<file path="config.mk">
export PLATFORM = sky130hd
export DESIGN_NAME = misr_reg
export DESIGN_NICKNAME = d
export VERILOG_FILES = /design/src/rtl/resp_chk_pkg.sv /design/src/rtl/misr_reg.sv
export SDC_FILE = /design/constraint.sdc
export NUM_CORES = 1
export LEC_CHECK = 0
export CAP_MARGIN = 5
export CORE_ASPECT_RATIO = 1.75
export CORE_MARGIN = 2
export CORE_UTILIZATION = 30
export CTS_CLUSTER_SIZE = 10
export DETAILED_ROUTE_END_ITERATION = 6
export SYNTH_ARGS = -nofsm -noshare
export SYNTH_HDL_FRONTEND = slang
export SYNTH_SLANG_ARGS = --single-unit
export TNS_END_PERCENT = 50
</file>
<file path="constraint.sdc">
create_clock -name clk -period 1.3 [get_ports clk]
set_input_delay 0.26 -clock clk [delete_from_list [all_inputs] [get_ports clk]]
set_output_delay 0.26 -clock clk [all_outputs]
set_load 0.005 [all_outputs]
</file>
<file path="src/rtl/resp_chk_pkg.sv">
// ---------------------------------------------------------------------------
// resp_chk_pkg
//   Shared types and helpers for the response MISR checker.
//   - MISR_W    : signature / sampled-bus width (the `y` bus of `top`)
//   - state_t   : checker FSM states
//   - misr_step : one Galois MISR update (shift, conditional feedback, fold in)
// ---------------------------------------------------------------------------
package resp_chk_pkg;

  localparam int MISR_W = 245;

  typedef enum logic [1:0] {
    IDLE  = 2'd0,
    RUN   = 2'd1,
    CHECK = 2'd2,
    DONE  = 2'd3
  } state_t;

  // Shift left by one; when the MSB falls out, the feedback mask is XORed in.
  // The new sample is folded in last, so a zero sample is a pure LFSR step.
  function automatic logic [MISR_W-1:0] misr_step(
    input logic [MISR_W-1:0] sig,
    input logic [MISR_W-1:0] data,
    input logic [MISR_W-1:0] poly
  );
    return ({sig[MISR_W-2:0], 1'b0} ^ (sig[MISR_W-1] ? poly : '0)) ^ data;
  endfunction

endpackage

</file>
<file path="src/rtl/misr_reg.sv">
// ---------------------------------------------------------------------------
// misr_reg
//   Signature register of the response checker.
//   Ports:
//     clk  in   rising-edge clock
//     rst  in   synchronous active-high reset (loads SEED)
//     load in   reload SEED at the start of a run (wins over step)
//     step in   fold `data` into the signature this cycle
//     data in   sampled bus
//     sig  out  current signature
// ---------------------------------------------------------------------------
module misr_reg
  import resp_chk_pkg::*;
#(
  parameter int                DATA_W = MISR_W,
  parameter logic [DATA_W-1:0] POLY   = {{(DATA_W-8){1'b0}}, 8'h8E},
  parameter logic [DATA_W-1:0] SEED   = {DATA_W{1'b0}}
) (
  input  logic              clk,
  input  logic              rst,
  input  logic              load,
  input  logic              step,
  input  logic [DATA_W-1:0] data,
  output logic [DATA_W-1:0] sig
);

  // NOTE: sequential state is always written with <= so every register in the
  // design samples the pre-edge values of its peers, independent of block order.
  always_ff @(posedge clk) begin
    if (rst || load) begin
      sig <= SEED;
    end else if (step) begin
      // data is only looked at when step is high, so an undriven bus on
      // idle cycles never reaches the signature.
      sig <= misr_step(sig, data, POLY);
    end
  end

endmodule

</file>
==> metrics.cfg <==
[drt]
routed_wl_um = 39230
via_per_inst = 4.561
via_count = 10200
final_antenna_net_count = 0
first_iter_violations = 331
post_drt_wl_per_cell_um = 17.54
drtPass1Iterations = 4
drc_errors = 0

[yosys]
syn_nets = 1316
yosysSeqAreaShare = 0.4530
synth_most_common_cell = dfxtp_1
synth_edf_count = 0
yosysWarnings = 0
ys_top_cells_by_count = dfxtp_1 (245), xnor2_1 (244), nor2_1 (241)
syn_area_um2 = 10830
synth.largest_area_cell = dfxtp_1
ys_ff_latch = 245
synth_area_per_cell_um2 = 10.15
synthTopCellsByArea = dfxtp_1 (45%), xnor2_1 (20%), a211oi_2 (12%)
async_reset_ff_frac = 0
yosys_most_used_dff = dfxtp_1
synth_cell_types = 16
synth.top_cell.area_share = 0.4530
synthesis.instances = 1067

[pwr]
power_density_nw_per_um2 = 1033
p_leak_nw = 7.337
ir_worst_vdd_uv = 869.3

[place]
hpwl_um = 28690
place.gp.congestion = 0.8269
place_inst = 2071
port_buffers = 493

[clock_tree]
clock_latency_ns = 0.55
h-tree-depth = 1
cts_buffer_depth = 3
clkTransAtPathRegs_ns = 0.06
cts_tree = done
clockRootBuffer = clkbuf_16
cts_num_sinks = 245
cts_buffers = 28

[global_route]
grt_max_degree = 72
grt_pass1_wl_um = 59700
grt_pass1_vias = 10670
antenna_found_initial = 6
grt_use_total = 0.2007
grt-ovfl-total = 0

[sta]
hold_violations = 0
worst_clock_skew_ns = 0.01714
post-route-period-util = 1.005
worst_pin_slew_ns = 0.3575
setup_viol = 1
max_freq_mhz = 765.1
setup_ws_ns = -0.006958
period_minus_slack_ns = 1.307
relSlewSlack = 0.7617
rsz0062_at_grt = true
fin_tns_setup_ns = -0.006958
hold_ws_ns = 0.05728
final_max_slew_viol_count = 0

[cells_and_area]
reg_top3 = sig x245
nNetsFinal = 2008
drive_gt1_frac = 0.4901
fin_util = 0.5120
regMostFlops = sig
final_cells = 2237
fillers = 3362
largest_reg_flops = 245
area_growth_pct = 69.26

[setup_path]
worstPathCellList = clkdlybuf4s15_1
cp-start-kind = flop
crit_buf_inv = 1
crit_start = sig[64]
cp_top_family = flip-flops
cp_max_fo = 2
slowest_stage = dfxtp_2
reg2reg_to = sig[2]
slowest_delay_ns = 0.32
r2r_setup_slack_ns = 0.09
reg2regPathDepth = 5
crit_required_ns = 1.04
endpoint_kind = primary output
crit_arrival_ns = 1.05
reg2reg_from = sig[244]
crit_type = reg -> out

[floorplan]
coreArea_um2 = 35800
die_h_um = 255.3
start_util = 0.3025
ios = 494
die_x_um = 147.6
die_area_um2 = 37690
rows = 92

[job]
drv_cap = 0

[hold_path]
hp-start = step
hold_path_class = in -> reg
worstHoldEndpoint = sig[244]
whs_path_depth = 2

[outcome]
violations = negative setup slack
outcome = complete, but fails checks

[how the worst max path moves through the flow]
stage                to  slack, ns  depth (start not counted)
2_1_floorplan  sig[100]       0.17                          5
3_3_place_gp     sig[2]      -0.36                          4
3_5_place_dp     sig[2]      -0.40                          4
4_1_cts         sig[90]      -0.09                          1
5_1_grt         sig[64]      -0.06                          1
6_report        sig[64]     -0.007                          1
[report_power, final]
part / internal (mW) / total, mW / switching (mW)
Sequential: 7.91 / 8.17 / 0.261
Clock: 3.91 / 6.92 / 3.01
Combinational: 2.24 / 3.84 / 1.60
[repair_timing]
action                     in CTS  in global routing
buffers inserted              126                  2
hold buffers                    0                  0
setup endpoints to repair     245                116
cloned                          0                  0
gates resized for setup      1145                101
[cell families (layout without fill, tap and decap cells)]
logic type | after synthesis | after routing | share of synthesized area
xor+xnor | 244 | 244 | 0.1974
compound gates | 244 | 244 | 0.2145
other cells | 0 | 6 | 0
simple gates | 248 | 248 | 0.08817
mux | 5 | 5 | 0.004622
flops | 245 | 245 | 0.4530
buf+inv | 81 | 775 | 0.04241
[final cells by class]
class	instances	area, µm²	share of cell area
tap	470	588.1	0.03209
antenna	6	15.01	0.0008192
timing repair buffer	743	6279	0.3426
sequential	245	5235	0.2856
clock inverter	1	5.005	0.0002731
clock buffer	31	733.2	0.04001
multi-input combinational	741	5473	0.2986
[through the flow]
| stage | instance area, µm² | total power [mW] | setup WS, ns |
|---|---|---|---|
| 2_1_floorplan | 10830 | 9.896 | 0.1728 |
| 3_3_place_gp | 17050 | 12.04 | -0.3618 |
| 3_5_place_dp | 17050 | 12.07 | -0.3958 |
| 4_1_cts | 18490 | 19.20 | -0.09352 |
| 5_1_grt | 18330 | 19.76 | -0.05618 |
| 6_report | 18330 | 18.93 | -0.006958 |
[routing by layer]
metal,track usage,wire [µm],part of all wire,vias up
met2,0.3877,21510,0.55,365
li1,-,-,-,5042
met1,0.2024,13830,0.35,4728
met3,0.04125,2424,0.062,69
met4,0.08948,1462,0.037,0
met5,0,0,0,-
[cells in the final DEF (no fill, tap or decap), drive strengths merged, types with 4 or more instances in the layout]
cell type / count
o21ai: 4
nand2b: 4
buf: 435
a211oi: 240
clkdlybuf4s50: 247
mux2i: 5
diode: 6
nor2: 241
clkbuf: 91
xnor2: 244
dfxtp: 245
Power figures use the tool's default switching activity.
